### src/rtl/indication_output_queue.sv
// Indication serializer: fixed-priority accept from NCHAN sources into a DEPTH-entry
// FIFO of 96-bit tagged messages, drained in order onto a single pipe enq port.
module indication_output_queue #(
  parameter int NCHAN = 2,
  parameter int DEPTH = 4,
  parameter int CW    = $clog2(DEPTH + 1)
) (
  input  logic                  CLK,
  input  logic                  nRST,
  input  logic [NCHAN-1:0]      indication__ENA,
  input  logic [32*NCHAN-1:0]   indication_meth,
  input  logic [32*NCHAN-1:0]   indication_v,
  output logic [NCHAN-1:0]      indication__RDY,
  output logic                  pipe_enq__ENA,
  output logic [95:0]           pipe_enq_v,
  input  logic                  pipe_enq__RDY,
  output logic [CW-1:0]         count
);

  localparam int AW = $clog2(DEPTH);

  logic [95:0]   mem_q [DEPTH];
  logic [AW-1:0] rd_q, rd_d;
  logic [AW-1:0] wr_q, wr_d;
  logic [CW-1:0] cnt_q, cnt_d;

  logic          full;
  logic          empty;
  logic          push;
  logic          pop;
  logic          blocked;
  logic [95:0]   wr_data;

  assign full  = (cnt_q == CW'(DEPTH));
  assign empty = (cnt_q == '0);

  // Any asserted lower channel blocks every higher one, whether or not it wins.
  always_comb begin
    blocked         = 1'b0;
    push            = 1'b0;
    wr_data         = '0;
    indication__RDY = '0;
    for (int i = 0; i < NCHAN; i++) begin
      indication__RDY[i] = !full && !blocked;
      if (indication__ENA[i] && !blocked && !full) begin
        push    = 1'b1;
        wr_data = {indication_v[32*i +: 32], indication_meth[32*i +: 32], 32'(i + 1)};
      end
      blocked = blocked | indication__ENA[i];
    end
  end

  assign pop           = !empty && pipe_enq__RDY;
  assign pipe_enq__ENA = pop;
  assign pipe_enq_v    = empty ? '0 : mem_q[rd_q];
  assign count         = cnt_q;

  always_comb begin
    rd_d  = rd_q;
    wr_d  = wr_q;
    cnt_d = cnt_q;
    if (pop) begin
      rd_d = rd_q + 1'b1;
    end
    if (push) begin
      wr_d = wr_q + 1'b1;
    end
    case ({push, pop})
      2'b10:   cnt_d = cnt_q + 1'b1;
      2'b01:   cnt_d = cnt_q - 1'b1;
      default: cnt_d = cnt_q;
    endcase
  end

  always_ff @(posedge CLK) begin
    if (!nRST) begin
      rd_q  <= '0;
      wr_q  <= '0;
      cnt_q <= '0;
    end else begin
      rd_q  <= rd_d;
      wr_q  <= wr_d;
      cnt_q <= cnt_d;
    end
  end

  // Storage is deliberately left uncleared; empty masks stale entries on the output.
  always_ff @(posedge CLK) begin
    if (nRST && push) begin
      mem_q[wr_q] <= wr_data;
    end
  end

endmodule

### config.mk
export PLATFORM = sky130hd
export DESIGN_NAME = indication_output_queue
export DESIGN_NICKNAME = d
export VERILOG_FILES = /design/src/rtl/indication_output_queue.sv
export SDC_FILE = /design/constraint.sdc
export NUM_CORES = 1
export LEC_CHECK = 0
export CAP_MARGIN = 0
export CORE_MARGIN = 3
export CORE_UTILIZATION = 48
export CTS_BUF_LIST = sky130_fd_sc_hd__clkbuf_8
export CTS_CLUSTER_SIZE = 28
export DETAILED_ROUTE_END_ITERATION = 8
export GPL_ROUTABILITY_DRIVEN = 0
export HOLD_SLACK_MARGIN = 0.03
export PLACE_DENSITY = 0.79
export SLEW_MARGIN = 10
export SYNTH_ARGS = -nofsm -noshare
export SYNTH_HDL_FRONTEND = slang
export SYNTH_SLANG_ARGS = --single-unit
### constraint.sdc
create_clock -name CLK -period 3.3 [get_ports CLK]
set_clock_uncertainty 0.15 [all_clocks]
set_input_delay 0.99 -clock CLK [delete_from_list [all_inputs] [get_ports CLK]]
set_output_delay 0.99 -clock CLK [all_outputs]
set_load 0.01 [all_outputs]
# After elaboration in Yosys (flattened, before gate mapping)

Memories as Yosys holds them, arrays and structs flattened. A register that Yosys moved wholly into a read port is not among the register bits.
Index checks and enable logic that the tools add are counted.

Reduce and logical (&&, ||, !) cells: 11
Muxes and demuxes: 10
Add/sub/neg operators: 4
Equality and inequality tests: 3

Operator list:

| kind                  | count |
|---|---|
| $mux W96              | 3 |
| $logic_and A1 B1 Y1   | 6 |
| $pmux W3 S2           | 1 |
| $add A2 B1 Y2 const B | 2 |
| $mux W1               | 4 |
| $mux W2               | 2 |
| $add A3 B1 Y3 const B | 1 |
| $eq A3 B3 Y1 const B  | 1 |
| $logic_not A1 Y1      | 3 |
| $logic_not A3 Y1      | 1 |
| $sub A3 B1 Y3 const B | 1 |
| $eq A2 B1 Y1 const B  | 1 |
| $eq A2 B2 Y1 const B  | 1 |
| $reduce_bool A2 Y1    | 1 |

Input port bits: 133
Memories kept: 1
Register bits: 7
Memory bits (writable): 384

Memory list:

| name  | depth | width | read ports | clocked after memory_dff | write ports | line | RTL |
|---|---|---|---|---|---|---|---|
| mem_q | 4     | 96    | 1          | 1                        | 1           | 22   | `logic [95:0] mem_q [DEPTH];` |

# Longest topological paths before layout

Gate-level depths: netlist of the first run.

Word-level depth: 8
Gate-level depth with buffers: 9

# Worst setup path before layout of the first run

No wires, ideal clock.

Path kind: input to register
Start: input indication__ENA[1]
End: memory mem_q[0][0], enable pin
Data arrival time: 2.899 ns
Setup slack: -0.181 ns
Data required time: 2.718 ns
Cell stages on the path: 3
Path through: nor2_1 -> nor2_1 -> and3_1

Longest elaborated chain between the ends: 6

RTL lines:

| what                             | line | RTL |
|---|---|---|
| start, declared                  | 10   | `input logic [NCHAN-1:0] indication__ENA,` |
| $logic_and A1 B1 Y1 (2 in a row) | 45   | `if (indication__ENA[i] && !blocked && !full) begin` |
| $mux W1                          | 45   |  |
| $logic_and A1 B1 Y1              | 89   | `if (nRST && push) begin` |
| $mux W1                          | 89   |  |
| $mux W1 (implied by the code)    | 90   | `mem_q[wr_q] <= wr_data;` |
| end, declared                    | 22   |  |

Every way passes these cells.

==> metrics, run 1 <==
crit start category register; Layout Nets 974; Met3 Wirelength 1.77 mm; Sw Pwr 3060 uW; PnR worst setup slack -0.00414 ns; via count of the first global-routing pass 6835; post-layout util 64.1%; post-synthesis compound-gate area fraction 5.39%; run status finished with violations; LEAKAGE 0.00519 uW; critical path type register to output port; mapped cell area 0.0114 sq mm; post-synthesis cell type count 30; Req. time, crit path 2.16 ns; initial DRC count 389; overall routed net length 24.1 mm; commonest non-fill, non-tap cell in the layout edfxtp_1; Max Freq 0.303 GHz; reg2reg path depth 10; Flop pwr share 42.0%; part of the cycle the worst path needs 100%; antenna violations before repair 0; switching share of power 29.2%; # diodes 0; Initial Util 49.5%; syn avg cell area 19.5 sq um; maxcap violations 0; Int Power 7420 uW; fin cells 1177; sequential fraction of the synthesis area 71.3%; Remaining DRCs 0; DP Wirelength 14.6 mm; CTS hold repair buffers 0; number of synthesis warnings 0; post-synthesis mux area share 13.2%; FP Rows 55; TritonCTS Buffers 43; TritonRoute pass-1 iters 4; first-pass GRT wire length 37.6 mm; maximum clock path buffer count 3; Post-Synth XOR/XNOR Area 0.154%; core footprint 0.0230 sq mm; hold path start wr_q[1]; Met1 Wirelength 9.26 mm; most frequent cells in the layout 264 x edfxtp_1, 137 x clkdlybuf4s50_1, 66 x mux4_2; crit path DAT 2.16 ns; detailed-route via count 6276; Worst Hold Depth 2; Die Area 0.0256 sq mm; uppermost routed layer met4; fraction of layout cells with a size suffix above 1 27.2%; Clock Sink Count 273; drt wl/cell 20.5 um; violated checks setup timing; via density per instance 5.33; Die Y-Extent 160 um; CTS tree done; Area Overhead vs Synth 29.7%; pin count of the biggest net entering global routing 69; Setup violations, final 1; Antenna Violating Nets Remaining 0; post-place instance area 0.0139 sq mm; Synth Instances 584; grt ovf 0; Post-Synth Adder-Cell Area 0.726%; crit end category output port; logic gate share of total power 34.5%; Root Buffer clkbuf_8; crit-path max FO 5; Cell Pwr Density 711 mW/mm^2; Final Max Tran Viols 0; Placed Instances 1086; count of final hold-check violations 0; worst min-delay path category register to register; Clk pwr share 23.6%; simple-gate share of the synthesized area 4.96%; Tmin final 3.30 ns; largest family of logic cells by synthesized area multiplexers; Reg clk slew, reported paths 0.06 ns; io pins 235; Die W 160 um; reg2reg start count[0]; total length of routed met2 wires 12.6 mm; Tot GR Track Use 19.0%; VDD IR-drop max 0.435 mV; Final Cell Area 0.0147 sq mm; IO buf count 204; Worst-Skew Late Latency 0.53 ns; synthesized flop and latch total 273; RSZ-0062 raised after global routing true; H-Tree Depth 2
[cell families after synthesis]
logic type               after synthesis
multiplexers                          67
AND/OR/NAND/NOR                       89
adder cells (fa/ha/maj)                6
flip-flops                           273
buffers and inverters                 73
AO/OA/AOI/OAI                         73
XOR/XNOR                               2
other                                  1
[worst paths after layout]
check                                      end  slack [ns]
worst max-delay path            pipe_enq_v[44]      -0.004
worst min-delay path                   wr_q[1]        0.35
worst max register to register        count[2]        0.64
worst min register to register         wr_q[1]        0.35
[synth_stat cells (all sizes together)]
master | number | share of area, %
ha | 5 | 0.55
mux4 | 66 | 13
inv | 7 | 0.23
dfxtp | 9 | 1.6
o21ai | 6 | 0.26
nor2 | 3 | 0.099
mux2i | 1 | 0.088
clkbuf | 10 | 0.33
xor2 | 1 | 0.077
nor3b | 2 | 0.28
conb | 1 | 0.033
buf | 56 | 3.7
nor2b | 68 | 3.7
and2 | 2 | 0.11
nand4bb | 1 | 0.099
xnor2 | 1 | 0.077
fa | 1 | 0.18
a21boi | 3 | 0.20
a22o | 64 | 4.9
and3 | 4 | 0.22
or3 | 3 | 0.17
nand2 | 5 | 0.17
edfxtp | 264 | 70
nor3 | 1 | 0.088
[sequential cells by signal (all words and copies together), names as in the netlist, named ones only]
name and flops:
count 3, rd_q 2, wr_q 2, mem_q 264
[power by group through the flow]
stage                     clock network [uW]  registers (uW)  logic, uW
after CTS                               2520            4400       3620
after global placement                     0            4440       3420
after detailed placement                   0            4470       3480
final                                   2470            4400       3610
after global routing                    2680            4430       3880
after floorplan                            0            4410       1920
[critical path: stages, from the launching register on]
cell       delay [ns]
dfxtp_4          0.41
buf_12           0.16
bufbuf_16        0.27
mux4_2           0.49
nor2b_2          0.18
buf_2            0.14
[stage by stage]
stage / hold WS [ns] / total power [uW] / setup slack [ns] / setup TNS [ns]
global placement: 0.316 / 7860 / -0.0356 / -0.0356
detailed placement: 0.343 / 7950 / -0.0370 / -0.0644
CTS: 0.352 / 10500 / -0.0754 / -1.17
global route: 0.372 / 11000 / -0.0555 / -0.937
floorplan: 0.311 / 6330 / 0.548 / 0
finish: 0.350 / 10500 / -0.00414 / -0.00414
[routing by layer]
| metal | vias up | global-route usage (%) |
|---|---|---|
| li1 | 2809 | - |
| met1 | 3149 | 22.6 |
| met2 | 279 | 34.7 |
| met3 | 39 | 4.67 |
| met4 | 0 | 5.36 |
| met5 | - | 0 |
[area by class of cell]
cell class	instances	area (sq um)
flip-flops and latches	273	8120
clock inverters	29	120
repair buffers	243	2470
well taps	313	392
inverters	7	26.3
clock buffers	45	619
multi-input cells	267	2990
fillers	1611	8240
[repair_timing]
item / CTS / global route
setup endpoints to repair: 67 / 49
buffers inserted: 6 / 5
cloned: 7 / 0
resized for setup: 187 / 65
(Power assumes the default switching activity.)
==> run 2, diff against run 1 <==
--- a/config.mk
+++ b/config.mk
@@ -7,13 +7,13 @@
 export LEC_CHECK = 0
 export CAP_MARGIN = 0
 export CORE_MARGIN = 3
-export CORE_UTILIZATION = 48
+export CORE_UTILIZATION = 53
 export CTS_BUF_LIST = sky130_fd_sc_hd__clkbuf_8
 export CTS_CLUSTER_SIZE = 28
 export DETAILED_ROUTE_END_ITERATION = 8
 export GPL_ROUTABILITY_DRIVEN = 0
 export HOLD_SLACK_MARGIN = 0.03
-export PLACE_DENSITY = 0.79
+export PLACE_DENSITY = 0.82
 export SLEW_MARGIN = 10
 export SYNTH_ARGS = -nofsm -noshare
 export SYNTH_HDL_FRONTEND = slang
==> constraint.sdc (replaced) <==
create_clock -name CLK -period 3.2 [get_ports CLK]
set_clock_uncertainty 0.15 [all_clocks]
set_input_delay 0.96 -clock CLK [delete_from_list [all_inputs] [get_ports CLK]]
set_output_delay 0.96 -clock CLK [all_outputs]
set_load 0.01 [all_outputs]
==> metrics, run 2 (synthesized netlist as in run 1, its figures left out) <==
H-Tree Depth 2 (unchanged); reg2reg path depth 10 (unchanged); initial DRC count 414 (was 389); fin cells 1134 (was 1177); fraction of layout cells with a size suffix above 1 29.2% (was 27.2%); IO buf count 204 (unchanged); DP Wirelength 14.1 mm (was 14.6 mm); overall routed net length 24.0 mm (was 24.1 mm); part of the cycle the worst path needs 100%; crit path DAT 2.10 ns (was 2.16 ns); Cell Pwr Density 747 mW/mm^2 (was 711 mW/mm^2); Final Max Tran Viols 0 (unchanged); Req. time, crit path 2.09 ns (was 2.16 ns); RSZ-0062 raised after global routing true (unchanged); maximum clock path buffer count 3 (unchanged); antenna violations before repair 0 (unchanged); Initial Util 55.1% (was 49.5%); CTS tree done (unchanged); critical path type register to output port (unchanged); Clock Sink Count 273 (unchanged); via count of the first global-routing pass 6693 (was 6835); Die Y-Extent 152 um (was 160 um); Reg clk slew, reported paths 0.06 ns (about the same); TritonCTS Buffers 43 (unchanged); Antenna Violating Nets Remaining 0 (unchanged); Worst Hold Depth 2 (unchanged); Die Area 0.0232 sq mm (was 0.0256 sq mm); Min Hold Slack 0.366 ns (was 0.350 ns); GRT busiest layer met2 (unchanged); Tot GR Track Use 20.3% (was 19.0%); Max Freq 0.312 GHz; PnR worst setup slack -0.00805 ns (was -0.00414 ns); Worst-Skew Late Latency 0.53 ns (about the same); number of flip-flops in the largest register 264 (unchanged); worst min-delay path category register to register (unchanged); Placed Instances 1045 (was 1086); crit end category output port (unchanged); FP Rows 52 (was 55); crit start category register (unchanged); Setup violations, final 2 (was 1); met3 Use GR 4.54% (was 4.67%); most frequent cells in the layout 264 x edfxtp_1, 136 x clkdlybuf4s50_1, 66 x mux4_2 (was 264 x edfxtp_1, 137 x clkdlybuf4s50_1, 66 x mux4_2); maxcap violations 0 (unchanged); core footprint 0.0206 sq mm (was 0.0230 sq mm); crit-path max FO 7 (was 5); CTS hold repair buffers 0 (unchanged); Layout Nets 978 (was 974); Die W 152 um (was 160 um); pin count of the biggest net entering global routing 69 (unchanged); violated checks setup timing (unchanged); met1 usage 26.7% (was 22.6%); detailed-route via count 6310 (was 6276); grt ovf 0 (unchanged); drt wl/cell 21.2 um (was 20.5 um); TritonRoute pass-1 iters 6 (was 4); Remaining DRCs 0 (unchanged); Storage cell area 0.00812 sq mm (unchanged); largest reg by FF count mem_q (unchanged); # diodes 0 (unchanged); pre-CTS WS -0.0836 ns (was -0.0370 ns); via density per instance 5.56 (was 5.33); count of final hold-check violations 0 (unchanged); VDD IR-drop max 0.442 mV (was 0.435 mV); fill count 1243 (was 1611); LEAKAGE 0.00530 uW (was 0.00519 uW); run status finished with violations (unchanged); first-pass GRT wire length 37.1 mm (was 37.6 mm); combined area of the multi-input logic cells 0.00306 sq mm (was 0.00299 sq mm); Tmin final 3.21 ns; Root Buffer clkbuf_8 (unchanged); commonest non-fill, non-tap cell in the layout edfxtp_1 (unchanged); io pins 235 (unchanged); M2 GR Usage 35.0% (was 34.7%); Area Overhead vs Synth 30.4% (was 29.7%)
run 2: cell count changes in the layout (fill, tap and decap cells not counted), moves of 3 or more:
cell	previous run	this run
buf_2	32	56
clkdlybuf4s15_1	3	0
dlygate4sd2_1	9	1
clkinv_2	9	2
inv_1	15	22
clkinv_1	12	6
nor2b_2	3	0
clkbuf_2	17	2
nor2b_4	9	19
nor2b_1	56	49
run 2: where the power goes:
part           total (uW)  internal [uW]  switching, uW
Combinational        3880           2030           1850
Sequential           4530           4400            126
Clock                2650           1440           1210
Total               11100           7880           3180
run 2: layout make-up:
cell class | count | area share [%]
clock buffer | 45 | 4.18
inverter | 7 | 0.177
multi-input combinational | 267 | 20.7
clock inverter | 25 | 1.00
timing repair buffer | 247 | 16.9
tap | 270 | 2.28
sequential | 273 | 54.8
run 2: stage by stage:
| step | utilization, % | setup TNS, ns | area [sq um] | total power [uW] |
|---|---|---|---|---|
| 3_5_place_dp | 67.0 | -0.141 | 13800 | 8190 |
| 2_1_floorplan | - | 0 | 11500 | 6530 |
| 3_3_place_gp | 67.0 | -0.0722 | 13800 | 8100 |
| 5_1_grt | 71.9 | -1.45 | 14800 | 11600 |
| 4_1_cts | 71.0 | -0.757 | 14700 | 10900 |
| 6_report | 71.9 | -0.00936 | 14800 | 11100 |
run 2: worst max-delay path, cell delays in order, from the launching register on:
cell and delay, ns:
dfxtp_4 0.41, buf_12 0.17, buf_16 0.14, buf_6 0.09, mux4_2 0.49, nor2b_4 0.14, buf_6 0.12
run 2: worst paths after layout:
path,startpoint,to,slack [ns]
hold / removal,wr_q[1],wr_q[1],0.37
setup reg to reg,count[0],count[2],0.58
hold reg to reg,wr_q[1],wr_q[1],0.37
setup / recovery,register,pipe_enq_v[32],-0.008
run 2: timing repair:
action / CTS / global route
setup endpoints to repair: 67 / 55
setup buffers: 8 / 3
pin swaps: 0 / 0
gates cloned: 8 / 1
gates resized for setup: 274 / 49
run 2: metal layers:
metal / vias to the layer above / routed length (um) / part of all wire [%]
li1: 2818 / - / -
met1: 3155 / 9320 / 39
met2: 300 / 12500 / 52
met3: 37 / 1840 / 7.7
met4: 0 / 368 / 1.5
met5: - / 0 / 0
==> run 3, diff against run 2 <==
--- a/config.mk
+++ b/config.mk
@@ -14,6 +14,7 @@
 export GPL_ROUTABILITY_DRIVEN = 0
 export HOLD_SLACK_MARGIN = 0.03
 export PLACE_DENSITY = 0.82
+export SKIP_LAST_GASP = 1
 export SLEW_MARGIN = 10
 export SYNTH_ARGS = -nofsm -noshare
 export SYNTH_HDL_FRONTEND = slang
==> metrics, run 3 (synthesized netlist as in run 1, its figures left out) <==
LEAKAGE 0.00525 uW (was 0.00530 uW); IO buf count 204 (unchanged); count of final hold-check violations 0 (unchanged); Initial Util 55.1% (unchanged); fin cells 1134 (unchanged); largest reg by FF count mem_q (unchanged); pin count of the biggest net entering global routing 69 (unchanged); fill count 1262 (was 1243); DP Wirelength 14.1 mm (unchanged); TritonCTS Buffers 43 (unchanged); crit start category register (unchanged); drt wl/cell 21.1 um (was 21.2 um); Layout Nets 978 (unchanged); Worst-Skew Late Latency 0.53 ns (about the same); grt ovf 0 (unchanged); antenna violations before repair 0 (unchanged); Clock Sink Count 273 (unchanged); via count of the first global-routing pass 6710 (was 6693); via density per instance 5.57 (was 5.56); overall routed net length 23.9 mm (was 24.0 mm); Root Buffer clkbuf_8 (unchanged); Die W 152 um (unchanged); part of the cycle the worst path needs 100% (about the same); critical path type register to output port (unchanged); logic gate share of total power 34.4% (was 35.1%); Placed Instances 1045 (unchanged); VDD IR-drop max 0.436 mV (was 0.442 mV); TritonRoute pass-1 iters 4 (was 6); # diodes 0 (unchanged); Die Y-Extent 152 um (unchanged); Area Overhead vs Synth 29.7% (was 30.4%); Clk pwr share 24.2% (was 24.0%); critical path cell sequence buf_12 -> buf_16 -> buf_6 -> mux4_2 -> nor2b_1 -> buf_2 (was buf_12 -> buf_16 -> buf_6 -> mux4_2 -> nor2b_4 -> buf_6); io pins 235 (unchanged); Design Power 10900 uW (was 11100 uW); Die Area 0.0232 sq mm (unchanged); slowest cell on the critical path mux4_2 (unchanged); post-layout util 71.5% (was 71.9%); Reg clk slew, reported paths 0.06 ns (about the same); Antenna Violating Nets Remaining 0 (unchanged); Max Freq 0.312 GHz (about the same); CTS tree done (unchanged); Sw Pwr 3130 uW (was 3180 uW); Int Power 7810 uW (was 7880 uW); pre-CTS WS -0.0836 ns (unchanged); FP Rows 52 (unchanged); core footprint 0.0206 sq mm (unchanged); detailed-route via count 6314 (was 6310); Tmin final 3.20 ns (was 3.21 ns); PnR worst setup slack -0.00112 ns (was -0.00805 ns); Tot GR Track Use 20.2% (was 20.3%); most frequent cells in the layout 264 x edfxtp_1, 136 x clkdlybuf4s50_1, 66 x mux4_2 (unchanged); Setup violations, final 1 (was 2); violated checks setup timing (unchanged); RSZ-0062 raised after global routing true (unchanged); maxcap violations 0 (unchanged); number of flip-flops in the largest register 264 (unchanged); crit-path max FO 7 (unchanged); Cell Pwr Density 742 mW/mm^2 (was 747 mW/mm^2); commonest non-fill, non-tap cell in the layout edfxtp_1 (unchanged); first-pass GRT wire length 37.0 mm (was 37.1 mm); H-Tree Depth 2 (unchanged); crit path DAT 2.09 ns (was 2.10 ns); Remaining DRCs 0 (unchanged); fraction of layout cells with a size suffix above 1 28.1% (was 29.2%); switching share of power 28.6% (was 28.8%); Flop pwr share 41.4% (was 40.9%); maximum clock path buffer count 3 (unchanged); setup_tns -0.00112 ns (was -0.00936 ns); Req. time, crit path 2.09 ns (about the same); run status finished with violations (unchanged); Buf/Inv on CP 4 (unchanged); Final Max Tran Viols 0 (unchanged); Top delay family on crit path buffers and inverters (unchanged); worst min-delay path category register to register (unchanged); initial DRC count 406 (was 414); CP max stage delay 0.47 ns (was 0.49 ns); crit end category output port (unchanged)
[run 3: what timing repair did]
action,CTS,global route
setup endpoints to repair,67,54
gates resized for setup,265,37
setup buffers,8,3
cloned,8,1
hold buffers,0,0
[run 3: area by class of cell]
type / instances / area [sq um] / area share, %
Tap cell: 270 / 338 / 2.29
Inverter: 7 / 26.3 / 0.178
Clock inverter: 25 / 149 / 1.01
Clock buffer: 45 / 619 / 4.20
Sequential cell: 273 / 8120 / 55.1
Timing Repair Buffer: 247 / 2500 / 17.0
Multi-Input combinational cell: 267 / 2990 / 20.3
[run 3: power by group through the flow]
stage	clock, uW	combinational (uW)	sequential (uW)
after floorplan	0	1980	4550
after global placement	0	3530	4560
after detailed placement	0	3590	4600
after CTS	2730	3710	4520
after global routing	2880	4030	4560
final	2650	3760	4530
[run 3: final timing paths]
kind	from	end	slack, ns	cells after the start
max reg2reg	count[0]	count[2]	0.58	10
min reg2reg	rd_q[0]	rd_q[0]	0.35	2
min	rd_q[0]	rd_q[0]	0.35	2
max	register	pipe_enq_v[32]	-0.001	6
[run 3: worst reg2reg max path, delay by kind of cell, from the launching register on]
family          cells  cell delay [ns]
simple gates        3             0.57
fa+ha+maj           2             0.57
flops               1             0.50
buf+inv             3             0.41
compound gates      1             0.18
xor+xnor            1             0.16
[run 3: metrics by stage]
stage,hold slack [ns],area (sq um)
2_1_floorplan,0.311,11500
3_3_place_gp,0.318,13800
3_5_place_dp,0.337,13800
4_1_cts,0.348,14700
5_1_grt,0.388,14700
6_report,0.353,14700
[run 3: metal layers]
layer	vias to the layer above	track usage [%]	wire (um)
met2	290	34.7	12400
li1	2815	-	-
met4	0	5.01	384
met3	39	4.80	1810
met5	-	0	0
met1	3170	26.5	9280
